<file path="src/rtl/wptr_full_level.sv">
// wptr_full_level
//   Write-side pointer and status generator for the async FIFO (wclk domain).
//   Produces the RAM write address, the Gray write pointer for the
//   wptr->rclk synchroniser, full / almost-full flags, a conservative
//   occupancy level, a sticky overflow flag and a saturating count of
//   dropped writes.
//
// Ports
//   wclk          in   write clock
//   wrst_n        in   synchronous active-low reset
//   winc          in   write request
//   wq2_rptr      in   read Gray pointer, synchronised into wclk
//   afull_thresh  in   almost-full threshold, in entries
//   woverflow_clr in   clears woverflow and wovf_cnt
//   waddr         out  RAM write address (binary)
//   wptr          out  write Gray pointer
//   wfull         out  FIFO full
//   awfull        out  level >= afull_thresh
//   wlevel        out  occupancy seen from the write side, 0..DEPTH
//   woverflow     out  sticky: a write was dropped
//   wovf_cnt      out  saturating count of dropped writes
module wptr_full_level #(
    parameter int ADDRSIZE = 4,
    parameter int OVFCNT_W = 8
) (
    input  logic                wclk,
    input  logic                wrst_n,
    input  logic                winc,
    input  logic [ADDRSIZE:0]   wq2_rptr,
    input  logic [ADDRSIZE:0]   afull_thresh,
    input  logic                woverflow_clr,
    output logic [ADDRSIZE-1:0] waddr,
    output logic [ADDRSIZE:0]   wptr,
    output logic                wfull,
    output logic                awfull,
    output logic [ADDRSIZE:0]   wlevel,
    output logic                woverflow,
    output logic [OVFCNT_W-1:0] wovf_cnt
);

    localparam logic [ADDRSIZE:0]   DEPTH   = {1'b1, {ADDRSIZE{1'b0}}};
    localparam logic [ADDRSIZE:0]   ONE_PTR = {{ADDRSIZE{1'b0}}, 1'b1};
    localparam logic [OVFCNT_W-1:0] ONE_CNT = {{(OVFCNT_W-1){1'b0}}, 1'b1};

    logic [ADDRSIZE:0]   wbin;
    logic [ADDRSIZE:0]   wbinnext;
    logic [ADDRSIZE:0]   wgraynext;
    logic [ADDRSIZE:0]   rbin;
    logic [ADDRSIZE:0]   lvl;
    logic                accept;
    logic                drop;
    logic                wfull_next;
    logic                awfull_next;
    logic [ADDRSIZE:0]   wlevel_next;
    logic                woverflow_next;
    logic [OVFCNT_W-1:0] wovf_cnt_next;

    assign waddr = wbin[ADDRSIZE-1:0];

    // Gray-to-binary: each binary bit is the XOR of all Gray bits at or above it.
    always_comb begin
        rbin = '0;
        for (int unsigned i = 0; i <= ADDRSIZE; i++) begin
            rbin[i] = ^(wq2_rptr >> i);
        end
    end

    always_comb begin
        accept    = winc & ~wfull;
        drop      = winc & wfull;
        wbinnext  = wbin + (accept ? ONE_PTR : '0);
        wgraynext = (wbinnext >> 1) ^ wbinnext;
        lvl       = wbinnext - rbin;

        // lvl > DEPTH can only come from an illegal read pointer; report it as full.
        wfull_next  = (lvl >= DEPTH);
        wlevel_next = (lvl > DEPTH) ? DEPTH : lvl;
        awfull_next = (lvl >= afull_thresh);

        woverflow_next = drop | (woverflow & ~woverflow_clr);

        wovf_cnt_next = wovf_cnt;
        if (woverflow_clr && drop) begin
            wovf_cnt_next = ONE_CNT;
        end else if (woverflow_clr) begin
            wovf_cnt_next = '0;
        end else if (drop && !(&wovf_cnt)) begin
            wovf_cnt_next = wovf_cnt + ONE_CNT;
        end
    end

    always_ff @(posedge wclk) begin
        if (!wrst_n) begin
            wbin      <= '0;
            wptr      <= '0;
            wfull     <= 1'b0;
            awfull    <= 1'b0;
            wlevel    <= '0;
            woverflow <= 1'b0;
            wovf_cnt  <= '0;
        end else begin
            wbin      <= wbinnext;
            wptr      <= wgraynext;
            wfull     <= wfull_next;
            awfull    <= awfull_next;
            wlevel    <= wlevel_next;
            woverflow <= woverflow_next;
            wovf_cnt  <= wovf_cnt_next;
        end
    end

endmodule

</file>
<file path="config.mk">
export PLATFORM = sky130hd
export DESIGN_NAME = wptr_full_level
export DESIGN_NICKNAME = d
export VERILOG_FILES = /design/src/rtl/wptr_full_level.sv
export SDC_FILE = /design/constraint.sdc
export NUM_CORES = 1
export LEC_CHECK = 0
export BUFFER_PORTS_ARGS = -buffer_cell sky130_fd_sc_hd__buf_2
export CAP_MARGIN = 20
export CELL_PAD_IN_SITES_DETAIL_PLACEMENT = 1
export CELL_PAD_IN_SITES_GLOBAL_PLACEMENT = 1
export CORE_MARGIN = 1
export CORE_UTILIZATION = 38
export DETAILED_ROUTE_END_ITERATION = 8
export GPL_ROUTABILITY_DRIVEN = 0
export GPL_TIMING_DRIVEN = 0
export PLACE_DENSITY_LB_ADDON = 0.05
export SLEW_MARGIN = 30
export SYNTH_ARGS = -nofsm -noshare
export SYNTH_HDL_FRONTEND = slang
export SYNTH_SLANG_ARGS = --single-unit
</file>
<file path="constraint.sdc">
create_clock -name wclk -period 4.4 [get_ports wclk]
set_input_delay 0.88 -clock wclk [delete_from_list [all_inputs] [get_ports wclk]]
set_output_delay 0.88 -clock wclk [all_outputs]
set_load 0.005 [all_outputs]
</file>
# [Word level (Yosys, flattened, before mapping)]
# Cells that the tools add are included.
[classes] n_lt_le_gt_ge=3 n_addsub=3 n_reduce_logical=12 n_bitwise=8 muxes=5
[ops] op="$reduce_xor 5->1" count=5
[ops] op="$add 8x1->8 const B" count=1
[ops] op="$reduce_and 8->1" count=1
[ops] op="$add 5x1->5" count=1
[ops] op="$ge 5x5->1" count=1
[ops] op="$ge 5x5->1 const B" count=1
[ops] op="$gt 5x5->1 const B" count=1
[ops] op="$mux 5" count=1
[ops] op="$sub 5x5->5" count=1
[ops] op="$xor 4x5->5" count=1
[ops] op="$mux 1" count=4
[ops] op="$and 1x1->1" count=3
[ops] op="$not 1->1" count=3
[ops] op="$reduce_bool 3->1" count=1
[ops] op="$reduce_or 3->1" count=1
[ops] op="$logic_and 1x1->1" count=2
[ops] op="$reduce_or 2->1" count=1
[ops] op="$logic_not 1->1" count=1
[ops] op="$or 1x1->1" count=1
[word_totals] output_inout_bits=25 inputBits=14 word_cells=40 ff_bits=26

# [Longest topological paths before layout]
[logic_depth] word_depth=7 mapped_depth=12

# [Worst setup path after synthesis]
# Ideal clock, no wire load.
[synth_path] path_type="input port to flip-flop" start="in wq2_rptr[4]" end="reg awfull" required_time_ns=4.268 slack_ns=0.928 arrival_ns=3.340 setup_time_ns=0.132 stages=11 path_cell_list="xnor3_1 > xor2_1 > xnor2_1 > ha_1 > fa_1 > inv_1 > ha_1 > a2111oi_0 > nor3_1 > o31ai_1 > a21oi_1"
[synth_via] elab_chain_len=3 elab_cells_between_ends=7
[synth_rtl] element="start: declaration" line="29" rtl="input logic [ADDRSIZE:0] wq2_rptr,"
[synth_rtl] element="$reduce_xor 5->1" line="64" rtl="rbin[i] = ^(wq2_rptr >> i);"
[synth_rtl] element="$sub 5x5->5 (*)" line="73" rtl="lvl = wbinnext - rbin;"
[synth_rtl] element="named net lvl[1]" line="49" rtl="logic [ADDRSIZE:0] lvl;"
[synth_rtl] element="$ge 5x5->1 (*)" line="78" rtl="awfull_next = (lvl >= afull_thresh);"
[synth_rtl] element="end signal: assignment" line="105" rtl="awfull <= awfull_next;"
[synth_rtl] element="end: declaration" line="35" rtl="output logic awfull,"
# Mark *: on every way through the listed nets, which the timed path passes. The rest lies on a longest branch.
# A chain may end at the register's enable or synchronous reset.

# [Final worst setup path]
# Same ends and word-level chain as after synthesis.

==> flow_summary.toml <==
[synth]
synth_largest_area_cell = "dfxtp_1"
syn_area_per_cell_um2 = 9.69
synthesis.area_um2 = 1320
yosysSeqAreaShare_pct = 38.0
synthTopCellsByArea = "dfxtp_1 38%, ha_1 9.5%, xnor2_1 6.6%"
async_flop_share_pct = 0
syn_nets = 161
synth_cell_types = 35
ys.flop_type = "dfxtp_1"
yosysMostFrequentCell = "dfxtp_1"
synthTopCellsByCount = "25 x dfxtp_1, 16 x nor2_1, 10 x ha_1, 10 x xnor2_1"
yosys_warnings = 0
synth-edff-count = 0
synth_top_area_share_pct = 38.0
synth_seq_cells = 25
synthCells = 136

[place]
hpwl_um = 2350
portBuffers = 38

[layout]
drive_above_1_share_pct = 28.1
fill_cells = 414
syn_to_final_growth_pct = 20.8
num_antenna_cells = 0
fin_nets = 204

[routing]
first_iter_violations = 18
routed_wl_um = 2910
vias = 1092
drc_errors = 0
drt_pre_antenna_iters = 4
viasPerCell = 4.88
routedWlPerCell_um = 13.0
ant_nets = 0

[setup_path]
crit_required_ns = 4.60
cp_slowest_cell = "fa_1"
worstPathCellList = "buf_2 > xnor3_1 > xor2_1 > xnor2_1 > ha_1 > fa_1 > inv_1 > ha_1 > a2111oi_0 > nor3_1 > o31ai_1 > a21oi_1"
crit_fanout = 3
cp-start-kind = "primary input"
cp_data_arrival_time_ns = 3.72
slowest_delay_ns = 0.52
regToRegEndpoint = "awfull$_SDFF_PN0_"
end_kind = "register"
r2r_slack_ns = 1.14
reg2reg_from = "wbin[0]$_SDFF_PN0_"
crit_type = "in -> reg"
crit_top_cell = "ha_1"
rr_worst_depth = 12

[pwr]
p_leak_uw = 0.000762
clkPwrFrac_pct = 19.8
total_power_uw = 523
p_comb_share_pct = 32.2
switching_share_pct = 31.1
pwr-share-seq_pct = 48.0
p_int_uw = 361
irDropWorstVdd_mv = 0.143
switchingPower_uw = 163
power_density_nw_per_um2 = 329

[clock_network]
clk_latency_ns = 0.31
cts_tree = "yes"
cts_setup_buffers = 0
cts_hold_buf = 0
numCtsBuffers = 3
clockBufferDepth = 2
clkTransAtPathRegs_ns = 0.14
clock_sinks = 25
cts_root_buffer = "clkbuf_4"
htree_levels = 1
cts.repair.resized = 0

[status]
outcome = "complete, no violations"

[sta]
setup_tns_ns = 0
slew_headroom_pct = 62.5
fin_crit_ns = 3.52
period_share_pct = 80.0
setup_violations = 0
grt_setup_unrepaired = "false"
worst_pin_slew_ns = 0.556
timing.fmax_mhz = 284
skew_ns = 0.00539
hold_viol_final = 0
drv_slew = 0

[min_path]
hp-class = "reg -> reg"
worstHoldStart = "woverflow$_SDFF_PN0_"
hold_depth = 2
hold_path_end = "woverflow$_SDFF_PN0_"

[run]
drv_cap = 0

[floorplan]
die_height_um = 60.9
die_w_um = 60.9
core_area_um2 = 3340
die_area_um2 = 3710
ioPinCount = 39
start_util_pct = 39.5
std_cell_rows = 21

[global_route]
gr-total-overflow = 0
grt_antenna_before_repair = 0
grt_max_degree = 14
grt_pass1_vias = 1028
top_usage_layer = "met2"
gr-usage-met1_pct = 21.9
globalRouteMet2Util_pct = 29.8
grt_use_met3_pct = 4.05
grt_use_total_pct = 17.4
grt_pass1_wl_um = 4720
## routing by layer
layer | up-vias | wire length [um]
met5 | - | 0
met4 | 0 | 28
met3 | 5 | 102
met2 | 25 | 1420
met1 | 515 | 1360
li1 | 547 | -
## worst max path at each step
stage	startpoint	endpoint	cells past startpoint	slack (ns)
after global placement	wq2_rptr[4]	awfull$_SDFF_PN0_	12	0.57
after floorplan	wq2_rptr[4]	awfull$_SDFF_PN0_	11	0.93
final	wq2_rptr[4]	awfull$_SDFF_PN0_	12	0.88
after CTS	winc	awfull$_SDFF_PN0_	13	0.88
after global routing	winc	awfull$_SDFF_PN0_	13	0.54
after detailed placement	winc	awfull$_SDFF_PN0_	13	0.52
## power by group through the flow
stage | registers [uW] | logic [uW] | clock network [uW]
final | 251 | 169 | 104
after global routing | 253 | 193 | 122
after CTS | 251 | 173 | 111
after detailed placement | 256 | 170 | 0
after global placement | 255 | 161 | 0
after floorplan | 258 | 111 | 0
## cells by family after synthesis
family,share of synthesized area (%)
buffers and inverters,2.85
multiplexers,0.760
AO/OA/AOI/OAI,7.31
XOR/XNOR,17.8
adder cells (fa/ha/maj),11.0
AND/OR/NAND/NOR,22.3
flip-flops,38.0
## worst max-delay path, delay by kind of cell
family	cells	cell delay [ns]
buffers and inverters	2	0.17
adders and majority gates	3	1.00
xor gates and xnor gates	3	0.86
and+or+nand+nor	1	0.13
AOI/OAI and AO/OA	3	0.68
## cells in the final DEF (no fill, tap or decap), types with 3 or more instances in the layout
cell	synthesis	final
a21oi_1	5	5
buf_2	0	38
clkbuf_4	0	3
dfxtp_1	25	25
ha_1	10	10
inv_1	9	9
nand2_1	5	5
nand2b_1	4	4
nand3_1	3	3
nor2_1	16	16
nor3_1	5	5
xnor2_1	10	10
xnor3_1	3	3
xor2_1	9	9
## metrics by stage
stage                     util, %  instance area, um2  setup WS [ns]  instances  hold slack, ns
after floorplan                 -                1320          0.928        136           0.466
after CTS                    47.7                1590          0.875        224           0.496
after global routing         47.7                1590          0.539        224           0.543
final                        47.7                1590          0.882        224           0.486
after detailed placement     46.9                1570          0.517        220           0.476
after global placement       46.9                1570          0.567        220           0.460
## state kept, by name (all words and copies together) (netlist names)
| register | count |
|---|---|
| wovf_cnt | 8 |
| wlevel | 5 |
| wptr | 5 |
| wbin | 4 |
| awfull | 1 |
| wfull | 1 |
| woverflow | 1 |
## cell type report
cell class	instances	area (um2)	area share, %
Inverter	9	33.8	2.12
Sequential cell	25	500	31.4
Timing Repair Buffer	38	190	11.9
Buffer	1	3.75	0.236
Clock buffer	4	26.3	1.65
Tap cell	46	57.6	3.62
Multi-Input combinational cell	101	779	49.0
Power figures use the tool's default switching activity.
